$ cat src/rtl/crc_pkg.sv
// Shared types and constants for the serial CRC engine family.
package crc_pkg;

    typedef enum logic [1:0] {
        IDLE  = 2'd0,
        MSG   = 2'd1,
        FLUSH = 2'd2,
        DONE  = 2'd3
    } state_e;

    localparam logic MODE_GEN = 1'b0;
    localparam logic MODE_CHK = 1'b1;

    // Generator polynomials written without the implicit top term.
    localparam logic [2:0]  CRC3_GSM    = 3'b011;
    localparam logic [7:0]  CRC8_ATM    = 8'h07;
    localparam logic [15:0] CRC16_CCITT = 16'h1021;

endpackage

$ cat src/rtl/crc_lfsr_step.sv
// One MSB-first polynomial division step: shift in one bit and fold the
// polynomial back in when the bit falling off the top was set.
module crc_lfsr_step #(
    parameter int               CRC_W = 3,
    parameter logic [CRC_W-1:0] POLY  = 3'b011
) (
    input  logic [CRC_W-1:0] crc_i,
    input  logic             bit_i,
    output logic [CRC_W-1:0] crc_next_o
);

    logic feedback;

    assign feedback = crc_i[CRC_W-1];

    // Modulo-2 shift-and-subtract, truncated to CRC_W bits.
    always_comb begin
        crc_next_o = {crc_i[CRC_W-2:0], bit_i} ^ (feedback ? POLY : '0);
    end

endmodule

$ cat src/rtl/crc_serial_engine.sv
// Serial CRC engine: generates {msg, crc} codewords or checks received
// codewords, with bit-level valid/ready in, result valid/ready out.
module crc_serial_engine
    import crc_pkg::*;
#(
    parameter int               MSG_W = 5,
    parameter int               CRC_W = 3,
    parameter logic [CRC_W-1:0] POLY  = CRC3_GSM,
    parameter logic [CRC_W-1:0] INIT  = '0,
    parameter int               CW_W  = MSG_W + CRC_W
) (
    input  logic            clk,
    input  logic            rst_n,
    input  logic            en,
    input  logic            abort,
    input  logic            mode,
    input  logic            bit_in,
    input  logic            bit_valid,
    output logic            bit_ready,
    output logic            out_valid,
    input  logic            out_ready,
    output logic [CW_W-1:0] codeword,
    output logic [CRC_W-1:0] crc_out,
    output logic            crc_err,
    output logic            busy
);

    localparam int              CNT_W      = $clog2(CW_W + 1);
    localparam logic [CNT_W-1:0] MSG_LAST   = CNT_W'(MSG_W);
    localparam logic [CNT_W-1:0] CW_LAST    = CNT_W'(CW_W);
    localparam logic [CNT_W-1:0] FLUSH_LAST = CNT_W'(CRC_W - 1);

    state_e            state_q;
    logic              mode_q;
    logic [CRC_W-1:0]  crc_q;
    logic [CNT_W-1:0]  count_q;
    // The newest bit of a check-mode codeword comes straight from bit_in,
    // so only CW_W-1 earlier bits ever need to be stored.
    logic [CW_W-2:0]   data_q;
    logic              bitReady_q;
    logic              outValid_q;
    logic [CW_W-1:0]   codeword_q;
    logic [CRC_W-1:0]  crcOut_q;
    logic              crcErr_q;

    logic              stepBit;
    logic [CRC_W-1:0]  crcStep;
    logic              modeEff;
    logic [CNT_W-1:0]  countInc;
    logic              clearFrame;

    crc_lfsr_step #(
        .CRC_W (CRC_W),
        .POLY  (POLY)
    ) u_step (
        .crc_i      (crc_q),
        .bit_i      (stepBit),
        .crc_next_o (crcStep)
    );

    // Per-cycle helpers: flush feeds zeros, the first bit of a frame takes the
    // live mode pin and restarts the count, and the counter saturates.
    always_comb begin
        stepBit    = (state_q == FLUSH) ? 1'b0 : bit_in;
        modeEff    = (state_q == IDLE) ? mode : mode_q;
        countInc   = count_q;
        if (state_q == IDLE) begin
            countInc = CNT_W'(1);
        end else if (count_q != CW_LAST) begin
            countInc = count_q + CNT_W'(1);
        end
        clearFrame = abort | ((state_q == DONE) & out_ready);
    end

    // Frame sequencer with registered handshake and result outputs; nothing
    // moves while en is low, and abort or a taken result restarts the frame.
    always_ff @(posedge clk or negedge rst_n) begin
        if (!rst_n) begin
            state_q    <= IDLE;
            mode_q     <= MODE_GEN;
            crc_q      <= INIT;
            count_q    <= '0;
            data_q     <= '0;
            bitReady_q <= 1'b1;
            outValid_q <= 1'b0;
            codeword_q <= '0;
            crcOut_q   <= '0;
            crcErr_q   <= 1'b0;
        end else if (en) begin
            if (clearFrame) begin
                state_q    <= IDLE;
                mode_q     <= MODE_GEN;
                crc_q      <= INIT;
                count_q    <= '0;
                data_q     <= '0;
                bitReady_q <= 1'b1;
                outValid_q <= 1'b0;
                codeword_q <= '0;
                crcOut_q   <= '0;
                crcErr_q   <= 1'b0;
            end else begin
                case (state_q)
                    IDLE, MSG: begin
                        if (bit_valid) begin
                            mode_q  <= modeEff;
                            crc_q   <= crcStep;
                            count_q <= countInc;
                            data_q  <= {data_q[CW_W-3:0], bit_in};
                            state_q <= MSG;
                            if ((modeEff == MODE_GEN) && (countInc == MSG_LAST)) begin
                                state_q    <= FLUSH;
                                count_q    <= '0;
                                bitReady_q <= 1'b0;
                            end else if ((modeEff == MODE_CHK) && (countInc == CW_LAST)) begin
                                state_q    <= DONE;
                                bitReady_q <= 1'b0;
                                outValid_q <= 1'b1;
                                codeword_q <= {data_q, bit_in};
                                crcOut_q   <= crcStep;
                                crcErr_q   <= |crcStep;
                            end
                        end
                    end
                    FLUSH: begin
                        crc_q   <= crcStep;
                        count_q <= countInc;
                        if (count_q == FLUSH_LAST) begin
                            state_q    <= DONE;
                            outValid_q <= 1'b1;
                            codeword_q <= {data_q[MSG_W-1:0], crcStep};
                            crcOut_q   <= crcStep;
                            crcErr_q   <= 1'b0;
                        end
                    end
                    DONE: begin
                        state_q <= DONE;
                    end
                endcase
            end
        end
    end

    assign bit_ready = bitReady_q;
    assign out_valid = outValid_q;
    assign codeword  = codeword_q;
    assign crc_out   = crcOut_q;
    assign crc_err   = crcErr_q;
    assign busy      = (state_q != IDLE);

endmodule

$ cat config.mk
export PLATFORM = sky130hd
export DESIGN_NAME = crc_serial_engine
export DESIGN_NICKNAME = d
export VERILOG_FILES = /design/src/rtl/crc_pkg.sv /design/src/rtl/crc_lfsr_step.sv /design/src/rtl/crc_serial_engine.sv
export SDC_FILE = /design/constraint.sdc
export NUM_CORES = 1
export LEC_CHECK = 0
export ABC_AREA = 1
export CAP_MARGIN = 20
export CORE_UTILIZATION = 58
export DETAILED_ROUTE_END_ITERATION = 7
export GPL_TIMING_DRIVEN = 1
export PLACE_DENSITY = 0.86
export SETUP_SLACK_MARGIN = 0.4
export SLEW_MARGIN = 5
export SYNTH_ARGS = -nofsm -noshare
export SYNTH_HDL_FRONTEND = slang
export SYNTH_HIERARCHICAL = 1
export SYNTH_SLANG_ARGS = --single-unit
$ cat constraint.sdc
create_clock -name clk -period 3.39 [get_ports clk]
set_clock_uncertainty 0.05 [all_clocks]
set_input_delay 0.339 -clock clk [delete_from_list [all_inputs] [get_ports clk]]
set_output_delay 0.339 -clock clk [all_outputs]
set_load 0.005 [all_outputs]
### After elaboration in Yosys (flattened, before gate mapping)

Index checks and enable logic that the tools add are counted.

| cells by class | value |
|---|---|
| add/subtract/negate cells | 1 |
| eq/ne operators | 11 |
| muxes and demuxes | 53 |
| bitwise logic cells | 4 |
| reduce and logical (&&, ||, !) cells | 15 |

Operators by type and width:

| operator | count |
|---|---|
| $mux 8 | 5 |
| $mux 3 | 7 |
| $mux 7 | 3 |
| $mux 1 | 20 |
| $mux 4 | 5 |
| $pmux 8 s2 | 1 |
| $mux 2 | 6 |
| $pmux 3 s2 | 2 |
| $ne 3x3->1 const B | 3 |
| $reduce_and 3->1 | 3 |
| $pmux 4 s2 | 1 |
| $pmux 2 s3 | 1 |
| $reduce_and 6->1 | 1 |
| $reduce_bool 2->1 | 3 |
| $reduce_bool 3->1 | 2 |
| $add 4x1->4 const B | 1 |
| $eq 2x2->1 const B | 2 |
| $eq 4x2->1 const B | 1 |
| $eq 4x3->1 const B | 1 |
| $eq 4x4->1 const B | 1 |
| $ne 4x4->1 const B | 1 |
| $pmux 1 s2 | 2 |
| $reduce_and 4->1 | 1 |
| $ne 3x2->1 const B | 1 |
| other kinds (9) | 10 |

| storage, ports and cells | value |
|---|---|
| register bits | 31 |
| output and inout port bits | 15 |

### Longest topological paths before layout

| logic depth | value |
|---|---|
| depth after elaboration | 10 |
| gate-level depth with buffers | 13 |
| mapped depth without buffers | 12 |

### By module

The synthesis kept the hierarchy.

Modules (own cells, without submodules):

| module | times used | cells each | area an instance (µm²) |
|---|---|---|---|
| crc_serial_engine | 1 | 217 | 1685.4 |
| crc_lfsr_step | 1 | 10 | 41.3 |

### Worst setup path after synthesis

Ideal clock, no wire load.

| timing | value |
|---|---|
| path type | register to register |
| start point | register count_q[0] |
| end point | register outValid_q (netlist: out_valid) |
| setup time | 0.117 ns |
| data arrival time | 1.489 ns |
| data required time | 3.223 ns |
| path slack | 1.734 ns |
| stages on the path, launching flop included | 12 |
| buffers on the path | 1 |
| clock period less this slack | 1.656 ns |
| cell sequence | dfrtp_1 inv_1 ha_1 nand2_1 nand2_1 nor2_1 nand3_2 nand2_4 nand2_4 buf_6 nand2_1 nand2_1 |

| on the way | value |
|---|---|
| cells in the longest elaborated chain, start to end | 7 |
| elaborated cells between the ends (all ways) | 13 |
| those cells by class | add/sub (1); eq/ne (7); mux (2); reduce/logical (3) |

RTL lines:

| element | RTL line | source |
|---|---|---|
| start: declaration | crc_serial_engine.sv:36 | `logic [CNT_W-1:0] count_q;` |
| start signal: assignment | crc_serial_engine.sv:107 | `count_q <= countInc;` |
| start signal: assignment | crc_serial_engine.sv:126 | `count_q <= countInc;` |
| $add 4x1->4 / $ne 4x4->1 (equally long branches) | crc_serial_engine.sv:70, crc_serial_engine.sv:69 |  |
| $mux 4 | crc_serial_engine.sv:69 | `end else if (count_q != CW_LAST) begin` |
| $mux 4 | crc_serial_engine.sv:67 | `if (state_q == IDLE) begin` |
| $eq 4x4->1 / $eq 4x3->1 (equally long branches) | crc_serial_engine.sv:114, crc_serial_engine.sv:110 |  |
| $logic_and 1x1->1 (on tied branches) | crc_serial_engine.sv:114, crc_serial_engine.sv:110 |  |
| $ne 3x3->1 (no line) | - |  |
| $reduce_and 6->1 (no line) * | - |  |
| end signal: assignment | crc_serial_engine.sv:97 | `outValid_q <= 1'b0;` |
| end signal: assignment | crc_serial_engine.sv:117 | `outValid_q <= 1'b1;` |
| end signal: assignment | crc_serial_engine.sv:129 | `outValid_q <= 1'b1;` |
| end: declaration | crc_serial_engine.sv:41 | `logic outValid_q;` |

Every way passes the cells marked *; elsewhere a longest branch is shown, timed or not.
A chain may end at the register's enable or synchronous reset.

### Worst setup path in the final report

| timing | value |
|---|---|
| start point | register state_q[0] |
| end point | output port busy |

| on the way | value |
|---|---|
| cells in the longest elaborated chain, start to end | 1 |

RTL lines:

| element | RTL line | source |
|---|---|---|
| start: declaration | crc_serial_engine.sv:33 | `state_e state_q;` |
| start signal: assignment | crc_serial_engine.sv:79 | `state_q <= IDLE;` |
| start signal: assignment | crc_serial_engine.sv:91 | `state_q <= IDLE;` |
| start signal: assignment | crc_serial_engine.sv:109 | `state_q <= MSG;` |
| $reduce_bool 2->1 | crc_serial_engine.sv:148 | `assign busy = (state_q != IDLE);` |
| end: declaration | crc_serial_engine.sv:25 | `output logic busy` |

No other way between the ends.

==> flow_summary.toml <==
[route]
met2_length_um = 1630
wl_met3_um = 186
drt-met1-wl_um = 1580
routed.top_layer = "met4"
wl_per_cell_um = 12.2
ant_nets = 0
viasPerCell = 5.46
drt_wl_total_um = 3460
dr.first_iter.drc_count = 73
drc = 0
first_pass_iters = 5
via_count = 1546

[finish]
antennaDiodeCount = 0
layoutNonFillerInstCount = 283
nNetsFinal = 262
syn_to_final_growth_pct = 17.8
drive_gt1_share_pct = 10.7

[setup_path]
crit_arrival_ns = 1.63
crit_path_start_kind = "flop"
crit_path_cell_trace = "inv_2 -> nand2_4 -> clkdlybuf4s50_1"
path_class = "reg -> out"
path_max_fanout = 7
max_stage_delay_ns = 0.53
cp-end-kind = "output port"
worst_path_max_delay_cell = "dfrtp_1"
critical_path_buf_inv_count = 2
crit_required_ns = 3.00
crit_family = "buffers and inverters"

[clock_tree]
cts_resized = 0
htreeDepth = 2
postCtsSetupRepairBufs = 0
cts_hold_buf = 0
cts-root-buf = "clkbuf_4"
cts.clk_slew.worst_paths_ns = 0.10
insertion_delay_ns = 0.34
cts_tree = "yes"
cts_buffers = 5
clockBufferDepth = 2
clock_sinks = 31

[logic_synthesis]
synthTopCellsByArea = "dfrtp_1 43%, nand2_1 16%, nand3_1 8.4%"
yosysWarnings = 6
ys_types = 27
synth_most_common_cell = "nand2_1"
netlist_area_um2 = 1730
syn_avg_cell_area_um2 = 7.61
synth_ff_type = "dfrtp_1"
synth_edf_count = 0
ys_seq_area_share_pct = 45.0
synth_top_area_share_pct = 43.5
yosysTopAreaCell = "dfrtp_1"
ys_ff_latch = 31
async_flop_share_pct = 100
synthCells = 227
synth.net_count = 238
netlist_top_cells_count = "73 x nand2_1, 30 x dfrtp_1, 29 x nand3_1"

[timing]
rsz0062_at_grt = "false"
holdWs_ns = 0.334
setup_ws_ns = 1.37
hold_viol_final = 0
setup_violations = 0
period_minus_slack_ns = 2.02
min_period_over_period_pct = 59.6
setup_tns_ns = 0
fmax_ghz = 0.495
maxSlewHeadroom_pct = 61.7
drv_slew = 0
tightest_slew_ns = 0.575

[floorplan]
die_h_um = 56.6
start_util_pct = 62.1
die-area_um2 = 3200
die_w_um = 56.6
rows = 19
io_pins = 23
core_um2 = 2780

[pwr]
leakagePower_nw = 1.05
vdd_drop_max_mv = 0.481
power_density_nw_per_um2 = 521
p_total_mw = 1.06

[placed_design]
place_ws_ns = 1.15
post-place-cells = 275
gp_congestion = 0.875
hpwl_um = 2550
port_buffers = 22

[global_routing]
grt_use_total_pct = 25.3
grt_max_degree = 32
grt_pass1_wl_um = 6230
antenna_found_initial = 0
grt_overflow_total = 0
grt_pass1_vias = 1433

[flow_run]
cap_violations = 0

[status]
status = "finished clean"

[worst_hold_path]
min_path_type = "in -> async"
==> cell type report <==
| class | instances | area (µm²) |
|---|---|---|
| multi-input cells | 168 | 821 |
| well taps | 31 | 38.8 |
| flip-flops and latches | 31 | 777 |
| inverters | 22 | 82.6 |
| repair buffers | 23 | 228 |
| clock inverters | 2 | 35.0 |
| fillers | 216 | 748 |
| clock buffers | 6 | 51.3 |
==> path summary, 6_finish.rpt <==
kind,from,to,slack [ns],cells after the start
hold reg to reg,codeword[0],codeword[0],0.42,2
min in group clk,codeword[0],codeword[0],0.42,2
max in group asynchronous,rst_n,bit_ready,2.64,2
setup reg to reg,state_q[0],crc_err,1.39,9
hold / removal,rst_n,codeword[5],0.33,2
setup / recovery,state_q[0],busy,1.37,3
==> report_power, final <==
group          internal [mW]  switching [mW]  total [mW]
Sequential             0.430          0.0473       0.478
Clock                  0.174           0.127       0.301
Combinational          0.129           0.152       0.281
==> per-layer routing <==
metal / up-vias / GRT usage, %
met5: - / 0
met4: 0 / 10.1
met3: 7 / 7.37
met2: 48 / 39.7
met1: 705 / 33.1
li1: 786 / -
==> cells in the final DEF (no fill, tap or decap) <==
master,count
dfstp_2,1
o31ai_1,1
nor3_1,4
nand4_1,1
nor2_1,20
a31o_2,1
a22oi_1,4
ha_1,3
clkdlybuf4s50_1,22
dfrtp_1,30
inv_1,19
o21ai_1,3
o21ai_0,3
a311oi_1,1
inv_2,3
nand3_2,1
clkbuf_8,1
clkinv_2,1
nor2_4,2
nand2_1,73
nand3_1,29
a21oi_1,12
clkbuf_4,5
buf_4,1
nor2_2,1
nand2_2,4
nand2_4,4
bufinv_16,1
o21ai_2,1
==> logic make-up after synthesis <==
logic type	Yosys count	synth area share (%)
AOI/OAI and AO/OA	26	8.91
adders and majority gates	3	2.17
buffers and inverters	28	7.46
DFF	31	45.0
and+or+nand+nor	139	36.4
==> flip-flops by register name, indices dropped and copies added (netlist names) <==
name	cells
data_q	7
bit_ready	1
crc_out	3
crc_err	1
count_q	4
mode_q	1
codeword	8
state_q	2
crc_q	3
out_valid	1
==> metrics by stage <==
stage	util (%)	area, µm²
6_report	73.1	2030
2_1_floorplan	-	1730
3_3_place_gp	70.0	1950
5_1_grt	73.1	2030
4_1_cts	73.1	2030
3_5_place_dp	70.0	1950
Power figures use the tool's default switching activity.
